--- config.mk ---
export PLATFORM = sky130hd
export DESIGN_NAME = sobel_controller
export DESIGN_NICKNAME = d
export VERILOG_FILES = /design/src/rtl/sobel_pkg.sv /design/src/rtl/sobel_controller.sv
export SDC_FILE = /design/constraint.sdc
export NUM_CORES = 1
export LEC_CHECK = 0
export BUFFER_PORTS_ARGS = -buffer_cell sky130_fd_sc_hd__buf_2
export CAP_MARGIN = 15
export CORE_AREA = 2 2 52 54
export DETAILED_ROUTE_END_ITERATION = 12
export DIE_AREA = 0 0 54 56
export PLACE_DENSITY = 0.76
export SKIP_LAST_GASP = 1
export SLEW_MARGIN = 20
export SYNTH_ARGS = -nofsm -noshare
export SYNTH_HDL_FRONTEND = slang
export SYNTH_SLANG_ARGS = --single-unit
--- constraint.sdc ---
create_clock -name clk -period 2.7 [get_ports clk]
set_input_delay 0.54 -clock clk [delete_from_list [all_inputs] [get_ports clk]]
set_output_delay 0.54 -clock clk [all_outputs]
set_load 0.1 [all_outputs]
--- src/rtl/sobel_pkg.sv ---
// -----------------------------------------------------------------------------
// sobel_pkg
//   Shared definitions for the Sobel edge-detection control path.
//   - state_t        : sequencing FSM state encoding (5 bits)
//   - read_to_load() : R_PIXELk -> L_PIXELk
//   - load_to_next() : L_PIXELk -> R_PIXEL(k+1), or GRAD after the ninth pixel
// -----------------------------------------------------------------------------
package sobel_pkg;

    typedef enum logic [4:0] {
        IDLE,
        LOAD_PARAM,
        R_PIXEL1, R_PIXEL2, R_PIXEL3, R_PIXEL4, R_PIXEL5,
        R_PIXEL6, R_PIXEL7, R_PIXEL8, R_PIXEL9,
        L_PIXEL1, L_PIXEL2, L_PIXEL3, L_PIXEL4, L_PIXEL5,
        L_PIXEL6, L_PIXEL7, L_PIXEL8, L_PIXEL9,
        GRAD,
        T_GRAD,
        WRITE,
        MOVE,
        SHIFT,
        READ
    } state_t;

    // Once a pixel has been read it is loaded into the matching window slot.
    function automatic state_t read_to_load(input state_t s);
        case (s)
            R_PIXEL1: return L_PIXEL1;
            R_PIXEL2: return L_PIXEL2;
            R_PIXEL3: return L_PIXEL3;
            R_PIXEL4: return L_PIXEL4;
            R_PIXEL5: return L_PIXEL5;
            R_PIXEL6: return L_PIXEL6;
            R_PIXEL7: return L_PIXEL7;
            R_PIXEL8: return L_PIXEL8;
            R_PIXEL9: return L_PIXEL9;
            default:  return IDLE;
        endcase
    endfunction

    // After a window slot is loaded, read the next pixel; the ninth load
    // completes the 3x3 window and hands over to the gradient loop.
    function automatic state_t load_to_next(input state_t s);
        case (s)
            L_PIXEL1: return R_PIXEL2;
            L_PIXEL2: return R_PIXEL3;
            L_PIXEL3: return R_PIXEL4;
            L_PIXEL4: return R_PIXEL5;
            L_PIXEL5: return R_PIXEL6;
            L_PIXEL6: return R_PIXEL7;
            L_PIXEL7: return R_PIXEL8;
            L_PIXEL8: return R_PIXEL9;
            L_PIXEL9: return GRAD;
            default:  return IDLE;
        endcase
    endfunction

endpackage

--- src/rtl/sobel_controller.sv ---
// -----------------------------------------------------------------------------
// sobel_controller
//   Top-level Moore sequencing FSM of the Sobel datapath. A run starts on
//   `start`, loads parameters, preloads the 3x3 window with nine read/load
//   pairs, then loops gradient -> total gradient -> write -> move -> shift ->
//   read until a write completes with all_done set.
//
// Ports
//   clk               in   system clock, rising edge
//   n_rst             in   synchronous active-high reset (despite the name)
//   start             in   begin a run, honoured in IDLE only
//   load_done         in   parameter load / window load complete
//   read_data_done    in   single pixel read complete
//   h_done, v_done    in   horizontal / vertical gradient complete
//   calculation_done  in   total gradient complete
//   write_done        in   result pixel written
//   all_done          in   last pixel reached (qualified by write_done)
//   move_done         in   address move complete
//   shift_done        in   window shift complete
//   read_done         in   next column read complete
//   load_initial .. start_read  out  one-hot level requests, decoded from state
// -----------------------------------------------------------------------------
module sobel_controller
    import sobel_pkg::*;
(
    input  logic clk,
    input  logic n_rst,
    input  logic start,
    input  logic load_done,
    input  logic read_data_done,
    input  logic h_done,
    input  logic v_done,
    input  logic calculation_done,
    input  logic write_done,
    input  logic all_done,
    input  logic move_done,
    input  logic shift_done,
    input  logic read_done,
    output logic load_initial,
    output logic start_i_read,
    output logic start_9_read,
    output logic start_calculation,
    output logic start_t_grad,
    output logic start_write,
    output logic start_move,
    output logic start_shift,
    output logic start_read
);

    state_t state;
    state_t state_next;
    logic   h_seen;
    logic   v_seen;

    // The two gradient engines finish independently; a done counts whether it
    // arrives this cycle or was latched in an earlier GRAD cycle.
    logic   h_ok;
    logic   v_ok;
    assign h_ok = h_seen | h_done;
    assign v_ok = v_seen | v_done;

    // -------------------------------------------------------------------------
    // Next-state logic
    // -------------------------------------------------------------------------
    always_comb begin
        // NOTE: default assigned first so every path drives state_next and no
        // latch is inferred.
        state_next = state;
        case (state)
            IDLE:       if (start)            state_next = LOAD_PARAM;
            LOAD_PARAM: if (load_done)        state_next = R_PIXEL1;
            R_PIXEL1, R_PIXEL2, R_PIXEL3, R_PIXEL4, R_PIXEL5,
            R_PIXEL6, R_PIXEL7, R_PIXEL8, R_PIXEL9:
                        if (read_data_done)   state_next = read_to_load(state);
            L_PIXEL1, L_PIXEL2, L_PIXEL3, L_PIXEL4, L_PIXEL5,
            L_PIXEL6, L_PIXEL7, L_PIXEL8, L_PIXEL9:
                        if (load_done)        state_next = load_to_next(state);
            GRAD:       if (h_ok && v_ok)     state_next = T_GRAD;
            T_GRAD:     if (calculation_done) state_next = WRITE;
            WRITE:      if (write_done)       state_next = all_done ? IDLE : MOVE;
            MOVE:       if (move_done)        state_next = SHIFT;
            SHIFT:      if (shift_done)       state_next = READ;
            READ:       if (read_done)        state_next = GRAD;
            default:                          state_next = IDLE;
        endcase
    end

    // -------------------------------------------------------------------------
    // State register and gradient join flags
    // -------------------------------------------------------------------------
    // NOTE: sequential state uses non-blocking assignments only, so every
    // register samples pre-edge values regardless of statement order.
    always_ff @(posedge clk) begin
        if (n_rst) begin
            state  <= IDLE;
            h_seen <= 1'b0;
            v_seen <= 1'b0;
        end else begin
            state <= state_next;
            // Flags accumulate only while GRAD is held; leaving GRAD (or never
            // being in it) clears them so the next visit starts fresh.
            if (state == GRAD && state_next == GRAD) begin
                h_seen <= h_ok;
                v_seen <= v_ok;
            end else begin
                h_seen <= 1'b0;
                v_seen <= 1'b0;
            end
        end
    end

    // -------------------------------------------------------------------------
    // Output decode: pure function of state, at most one request high
    // -------------------------------------------------------------------------
    always_comb begin
        load_initial      = 1'b0;
        start_i_read      = 1'b0;
        start_9_read      = 1'b0;
        start_calculation = 1'b0;
        start_t_grad      = 1'b0;
        start_write       = 1'b0;
        start_move        = 1'b0;
        start_shift       = 1'b0;
        start_read        = 1'b0;
        case (state)
            LOAD_PARAM: load_initial = 1'b1;
            R_PIXEL1, R_PIXEL2, R_PIXEL3, R_PIXEL4, R_PIXEL5,
            R_PIXEL6, R_PIXEL7, R_PIXEL8, R_PIXEL9:
                        start_i_read = 1'b1;
            L_PIXEL1, L_PIXEL2, L_PIXEL3, L_PIXEL4, L_PIXEL5,
            L_PIXEL6, L_PIXEL7, L_PIXEL8, L_PIXEL9:
                        start_9_read = 1'b1;
            GRAD:       start_calculation = 1'b1;
            T_GRAD:     start_t_grad      = 1'b1;
            WRITE:      start_write       = 1'b1;
            MOVE:       start_move        = 1'b1;
            SHIFT:      start_shift       = 1'b1;
            READ:       start_read        = 1'b1;
            default:    ;
        endcase
    end

endmodule

**After elaboration in Yosys (flattened, before gate mapping)**

Memory sizes are Yosys's and may differ from the RTL's. A register that Yosys moved wholly into a read port is not among the register bits.
Index checks and enable logic that the tools add are counted.

- Add/sub/neg operators: 0
- Multipliers: 0
- Divide/modulo/power cells: 0
- $lt $le $gt $ge: 0
- Equal/unequal tests: 26
- Shift-type cells: 0
- Multiplexer cells: 24
- Bitwise gates (word level): 3
- Reduce and logical (&&, ||, !) cells: 6

Operators by type and width:

| cell | count |
|---|---|
| 5-bit two-way mux | 13 |
| 5-bit equality test, second input constant | 11 |
| 5-bit case mux with 10 select lines | 1 |
| 5-bit by 4-bit equality test with 1-bit output, second input constant | 8 |
| 5-bit by 3-bit equality test with 1-bit output, second input constant | 4 |
| 9-bit OR reduction | 2 |
| 5-bit by 2-bit equality test with 1-bit output, second input constant | 2 |
| 1-bit two-way mux | 9 |
| 5-bit by 1-bit equality test with 1-bit output, second input constant | 1 |
| 5-bit logical NOT | 1 |
| 4-bit two-way mux | 1 |
| 1-bit logical AND | 2 |
| 1-bit OR | 2 |
| 2-bit OR reduction | 1 |
| 1-bit NOT | 1 |

- Register bits: 7
- Bits in latches: 0
- Bits in writable memories: 0
- ROM bits: 240
- Output and inout bits: 9
- Word-level logic and storage cells: 64
- Memories kept: 2

Memories:

| memory | words | bits a word | rd ports | clocked after Yosys merged registers in | wr ports | line | RTL |
|---|---|---|---|---|---|---|---|
| (name not given) | 32 | 5 | 1 | 1 | 0 | sobel_pkg.sv:44 | `case (s)` |
| (name not given) | 16 | 5 | 1 | 1 | 0 | sobel_pkg.sv:27 | `case (s)` |

**Logic depth before layout (Yosys ltp)**

Gate-level depths: netlist of the first run.

- Word-level depth: 8
- Gate-level depth with buffers: 11

**Worst setup path after synthesis of the first run**

OpenSTA, ideal clock, no wires.

- Kind: register -> register
- From: register state[0]
- To: register with a tool-made name
- Library setup time: 0.059 ns
- Arrival: 4.392 ns
- Required time: 2.641 ns
- Path slack: -1.751 ns
- Stages on the path, launching flop included: 11
- Buffers on the path: 1
- Cell sequence: dfxtp_1 -> clkbuf_1 -> nand2_1 -> nor3_1 -> a221o_1 -> a211oi_1 -> nor2_1 -> ha_1 -> inv_1 -> a2111oi_4 -> a22o_1

RTL lines:

| item | line | RTL |
|---|---|---|
| start: declaration | sobel_controller.sv:50 | `state_t state;` |
| start signal: assignment | sobel_controller.sv:99 | `state <= state_next;` |

==> results_dict.tcl, run 1 <==
set metrics [dict create \
    route.vias.total 1250 \
    post_dp_cell_area_um2 1470 \
    async_flop_share_pct 0 \
    multi_input_area_um2 897.1 \
    tightestPinTransition_ns 0.5908 \
    antenna_found_initial 0 \
    synth_top_area_share_pct 26.82 \
    wl_um 3085 \
    postCtsSetupRepairBufs 0 \
    initial_core_util_pct 52.16 \
    drt_first_pass_iters 4 \
    syn_nets 169 \
    r2r-start "state[3]" \
    required_ns 2.93 \
    synth_cell_types 54 \
    root_buffer "clkbuf_4" \
    synth_edf_count 0 \
    clk_latency_ns 0.28 \
    drc 0 \
    grtUsageTotal_pct 20.92 \
    start_kind "flop" \
    core_area_um2 2432 \
    grt_pass1_wl_um 4781 \
    h-tree-depth 1 \
    grt_max_degree 14 \
    die_x_um 54 \
    dpl.cell_count 202 \
    holdCritStartpoint "h_seen" \
    yosysTopAreaCell "dfxtp_1" \
    crit_start "state[3]" \
    clock_sinks 17 \
    gp_congestion 0.8383 \
    wl_per_cell_um 14.98 \
    via_per_inst 6.068 \
    min_path_type "flop to flop" \
    portBuffers 21 \
    drt-initial-drc-count 37 \
    setup_viol 0 \
    status "finished, final reports clean" \
    max_freq_mhz 389.3 \
    clkTransAtPathRegs_ns 0.09 \
    postRouteAntennaNets 0 \
    drive_gt1_share_pct 33.52 \
    die_h_um 56 \
    netlist_instances 152 \
    drv_slew 0 \
    critical_path_class "flop to flop" \
    ys_top_cells_by_area "dfxtp_1, nor2_1, nand2b_1" \
    max-vdd-ir-drop_mv 0.2454 \
    arrival_ns 2.80 \
    powerDensity_nw_per_um2 312.2 \
    cts_tree "built" \
    synth_area_um2 1269 \
    grt_pass1_vias 1095 \
    cts_buffers 3 \
    die_area_um2 3024 \
    hpwl_um 2440 \
    cp-end-kind "flop" \
    maxCapViolCount 0 \
    path_max_fanout 10 \
    ys.flop_type "dfxtp_1" \
    rsz0062_at_grt "no" \
    fin_area_um2 1501 \
    fillers 225 \
    area_delta_synth_final_pct 18.34 \
    layout.cells.non_filler 206 \
    seqCellArea_um2 344.1 \
    period_share_pct 95.14 \
    num-nets-final 194 \
    skew_ns 0.002734 \
    synth-seq-cells 17 \
    ys_seq_area_share_pct 26.82 \
    antennaDiodeCount 0 \
    pin_count 22 \
    grt_overflow 0 \
    min_period_ns 2.569 \
    row_count 18 \
    clk_path_buf_depth 2 \
    postCtsHoldBufs 0 \
    max-slew-margin-rel_pct 60.54 \
    syn_avg_cell_area_um2 8.347 \
    cts_resized 0 \
    p_leak_nw 0.6178 \
    hold_viol 0 \
    yosys_warnings 0 \
]
==> placed cells by master, fill, tap and decap left out, drive strengths merged, types with 2 or more instances in the layout <==
master    n
nor3      4
nand2     6
mux2      2
a211oi    9
a2111oi   3
mux2i     3
ha        4
and3      3
nand3     3
nand3b    2
nand2b    9
a21oi     4
nor2     20
or3b      2
clkbuf    3
o31ai     2
nand4b    2
a32oi     2
and2      4
o22ai     3
nor2b     6
buf      30
a22o      3
inv       6
o21ai     5
dfxtp    17
==> path summary, 6_finish.rpt <==
check             endpoint  slack, ns  depth (start not counted)
hold reg to reg     h_seen       0.48                          2
hold / removal      h_seen       0.48                          2
setup reg to reg      flop       0.13                         10
setup / recovery      flop       0.13                         10
==> through the flow <==
stage           power, W  worst slack, ns  setup TNS (ns)  hold slack [ns]  util [%]
6_report       0.0004688           0.1312               0           0.4762     61.73
5_1_grt        0.0004923          0.05445               0           0.5116     61.73
4_1_cts        0.0004721           0.1476               0           0.4814     61.57
3_5_place_dp   0.0003455           0.1308               0           0.4592     60.44
3_3_place_gp   0.0003442           0.1367               0           0.4481     60.44
2_1_floorplan  0.0003206          -0.2495         -0.7299           0.4368         -
==> cells in the mapped netlist (2+ instances only) <==
cell type and instances:
nor2_1 20, dfxtp_1 17, nand2b_1 9, a211oi_1 7, inv_1 6, nand2_1 6, nor2b_1 6, a21oi_1 4
and2_1 4, ha_1 4, nor3_1 4, o21ai_0 4, a22o_1 3, and3_1 3, buf_4 3, clkbuf_1 3
mux2i_1 3, nand3_1 3, o22ai_1 3, a32oi_1 2, buf_2 2, mux2_2 2, nand4b_1 2, o31ai_1 2
==> cell families after synthesis <==
family	count (synthesis)	share of synthesized area, %
AO/OA/AOI/OAI	40	26.83
XOR/XNOR	1	0.6905
adder cells (fa/ha/maj)	4	3.945
buffers and inverters	16	6.410
flip-flops	17	26.82
multiplexers	5	4.142
AND/OR/NAND/NOR	69	31.17
==> worst max-delay path, stage by stage, from the launching register on <==
cell       delay, ns
dfxtp_1         0.42
buf_4           0.22
or3b_1          0.40
o21ai_2         0.15
a21bo_2         0.27
and4_4          0.19
nor2_4          0.14
ha_4            0.17
inv_2           0.05
a2111oi_4       0.33
a22o_1          0.18
==> where the power goes <==
part / internal (W) / switching, W / total (W) / leakage (nW)
Combinational: 0.0000312 / 0.0000507 / 0.0000819 / 0.461
Clock: 0.0000550 / 0.0000733 / 0.000128 / 0.0177
Sequential: 0.000254 / 0.00000449 / 0.000259 / 0.139
Total: 0.000340 / 0.000129 / 0.000469 / 0.618
==> per-layer routing <==
metal	vias to the layer above	global-route usage, %	part of all wire (%)
met5	-	0	0
met1	580	26.12	45
met2	50	32.23	47
li1	612	-	-
met4	0	13.93	2.2
met3	8	2.957	5.4
==> final cells by class <==
cell class                 count  share of cell area [%]
tap                           30                   2.500
multi-input combinational    119                   59.75
timing repair buffer          30                   11.50
sequential                    17                   22.92
inverter                       6                   1.500
clock inverter                 1                  0.3333
clock buffer                   3                   1.500
Note: power is estimated with default switching activity, not from simulation.
==> inputs of run 2 (changes only) <==
--- a/config.mk
+++ b/config.mk
@@ -10,7 +10,7 @@
 export CORE_AREA = 2 2 52 54
 export DETAILED_ROUTE_END_ITERATION = 12
 export DIE_AREA = 0 0 54 56
-export PLACE_DENSITY = 0.76
+export PLACE_DENSITY_LB_ADDON = 0.12
 export SKIP_LAST_GASP = 1
 export SLEW_MARGIN = 20
 export SYNTH_ARGS = -nofsm -noshare
==> constraint.sdc (replaced) <==
create_clock -name clk -period 2.8 [get_ports clk]
set_input_delay 0.56 -clock clk [delete_from_list [all_inputs] [get_ports clk]]
set_output_delay 0.56 -clock clk [all_outputs]
set_load 0.1 [all_outputs]
==> results_dict.tcl, run 2 (synthesized netlist as in run 1, its figures left out) <==
set metrics [dict create \
    status "finished, final reports clean" \
    skew_ns 0.003695 \
    hold_viol 0 \
    max-slew-margin-rel_pct 62.13 \
    cts_resized 0 \
    wl_met2_um 1597 \
    cp-end-kind "flop" \
    post_dp_cell_area_um2 1468 \
    fin_hold_ws_ns 0.4777 \
    die_area_um2 3024 \
    rrSetupSlack_ns 0.14 \
    period_share_pct 95.08 \
    grt_pass1_wl_um 5016 \
    wl_per_cell_um 15.46 \
    final_common_cell "buf_2" \
    clk_path_buf_depth 2 \
    seqCellArea_um2 342.8 \
    h-tree-depth 1 \
    max-vdd-ir-drop_mv 0.2537 \
    drc 0 \
    grtUsageTotal_pct 22.32 \
    cts_buffers 3 \
    powerDensity_nw_per_um2 300.9 \
    cpMaxStageDelayCell "dfxtp_1" \
    critPathTopFamily "compound AO/OA/AOI/OAI gates" \
    antennaDiodeCount 0 \
    r2r-start "state[3]" \
    num-nets-final 197 \
    root_buffer "clkbuf_4" \
    die_x_um 54 \
    top_layer "met4" \
    critical_path_class "flop to flop" \
    max_freq_mhz 375.6 \
    met3_length_um 132 \
    cts_tree "built" \
    postCtsHoldBufs 0 \
    required_ns 3.03 \
    multi_input_area_um2 880.8 \
    mostFrequentLayoutCells "buf_2, nor2_1, dfxtp_1" \
    setup_viol 0 \
    clock_sinks 17 \
    fillers 221 \
    cp_slowest_stage_delay_ns 0.41 \
    crit_start "state[3]" \
    grt_overflow 0 \
    antenna_found_initial 0 \
    grt_pass1_vias 1148 \
    wl_met1_um 1451 \
    min_period_ns 2.662 \
    drv_slew 0 \
    tightestPinTransition_ns 0.5670 \
    crit_chain "buf_4 -> or3b_1 -> o21ai_2 -> a21bo_2 -> and4_1 -> nor2_2 -> ha_2 -> inv_2 -> a2111oi_4 -> a22o_1" \
    worst-path-stages 10 \
    start_kind "flop" \
    p_leak_nw 0.6282 \
    reg2reg_depth 10 \
    die_h_um 56 \
    drt_first_pass_iters 4 \
    critical_path_buf_inv_count 2 \
    area_delta_synth_final_pct 18.64 \
    grt_max_degree 12 \
    clkTransAtPathRegs_ns 0.09 \
    wl_um 3231 \
    initial_core_util_pct 52.16 \
    postCtsSetupRepairBufs 0 \
    core_area_um2 2432 \
    via_per_inst 5.904 \
    postRouteAntennaNets 0 \
    path_max_fanout 9 \
    maxCapViolCount 0 \
    route.vias.total 1234 \
    drive_gt1_share_pct 32.40 \
    clk_latency_ns 0.29 \
    gp_congestion 0.8852 \
    hpwl_um 2510 \
    arrival_ns 2.90 \
    rsz0062_at_grt "no" \
    power_w 0.0004529 \
    portBuffers 21 \
    min_path_type "flop to flop" \
    fin_area_um2 1505 \
    pin_count 22 \
    row_count 18 \
    drt-initial-drc-count 23 \
]
==> run 2: metal layers <==
metal	up-vias	track usage, %
li1	614	-
met1	581	25.71
met2	32	39.02
met3	7	2.688
met4	0	10.71
met5	-	0
==> run 2: final cells by class <==
class | count | area share (%)
clock buffer | 4 | 1.746
tap | 30 | 2.494
multi-input combinational | 119 | 58.52
inverter | 6 | 1.496
timing repair buffer | 33 | 12.97
sequential | 17 | 22.78
==> run 2: worst min path at each step <==
stage / start / to / slack, ns / cells after the start
final: v_seen / v_seen / 0.48 / 2
after global routing: v_seen / v_seen / 0.50 / 2
after CTS: v_seen / v_seen / 0.48 / 2
after detailed placement: v_seen / v_seen / 0.46 / 2
after global placement: v_seen / v_seen / 0.45 / 2
after floorplan: h_seen / h_seen / 0.44 / 2
==> run 2: worst register-to-register path, stage by stage (launching register included) <==
cell	delay (ns)
dfxtp_1	0.41
buf_4	0.20
or3b_1	0.41
o21ai_2	0.14
a21bo_2	0.26
and4_1	0.22
nor2_2	0.17
ha_2	0.24
inv_2	0.06
a2111oi_4	0.31
a22o_1	0.18
==> run 2: metrics by stage <==
stage,setup slack (ns),cells,util (%),setup TNS (ns)
2_1_floorplan,-0.2463,152,-,-0.6436
3_3_place_gp,0.2056,205,60.34,0
3_5_place_dp,0.1014,205,60.34,0
4_1_cts,0.05932,209,61.42,0
5_1_grt,0.001748,209,61.88,0
6_report,0.1377,209,61.88,0
==> run 2: report_power, final <==
part,total [W],switching (W),internal [W]
clock,0.000128,0.0000725,0.0000554
sequential,0.000251,0.00000553,0.000245
combinational,0.0000745,0.0000469,0.0000277
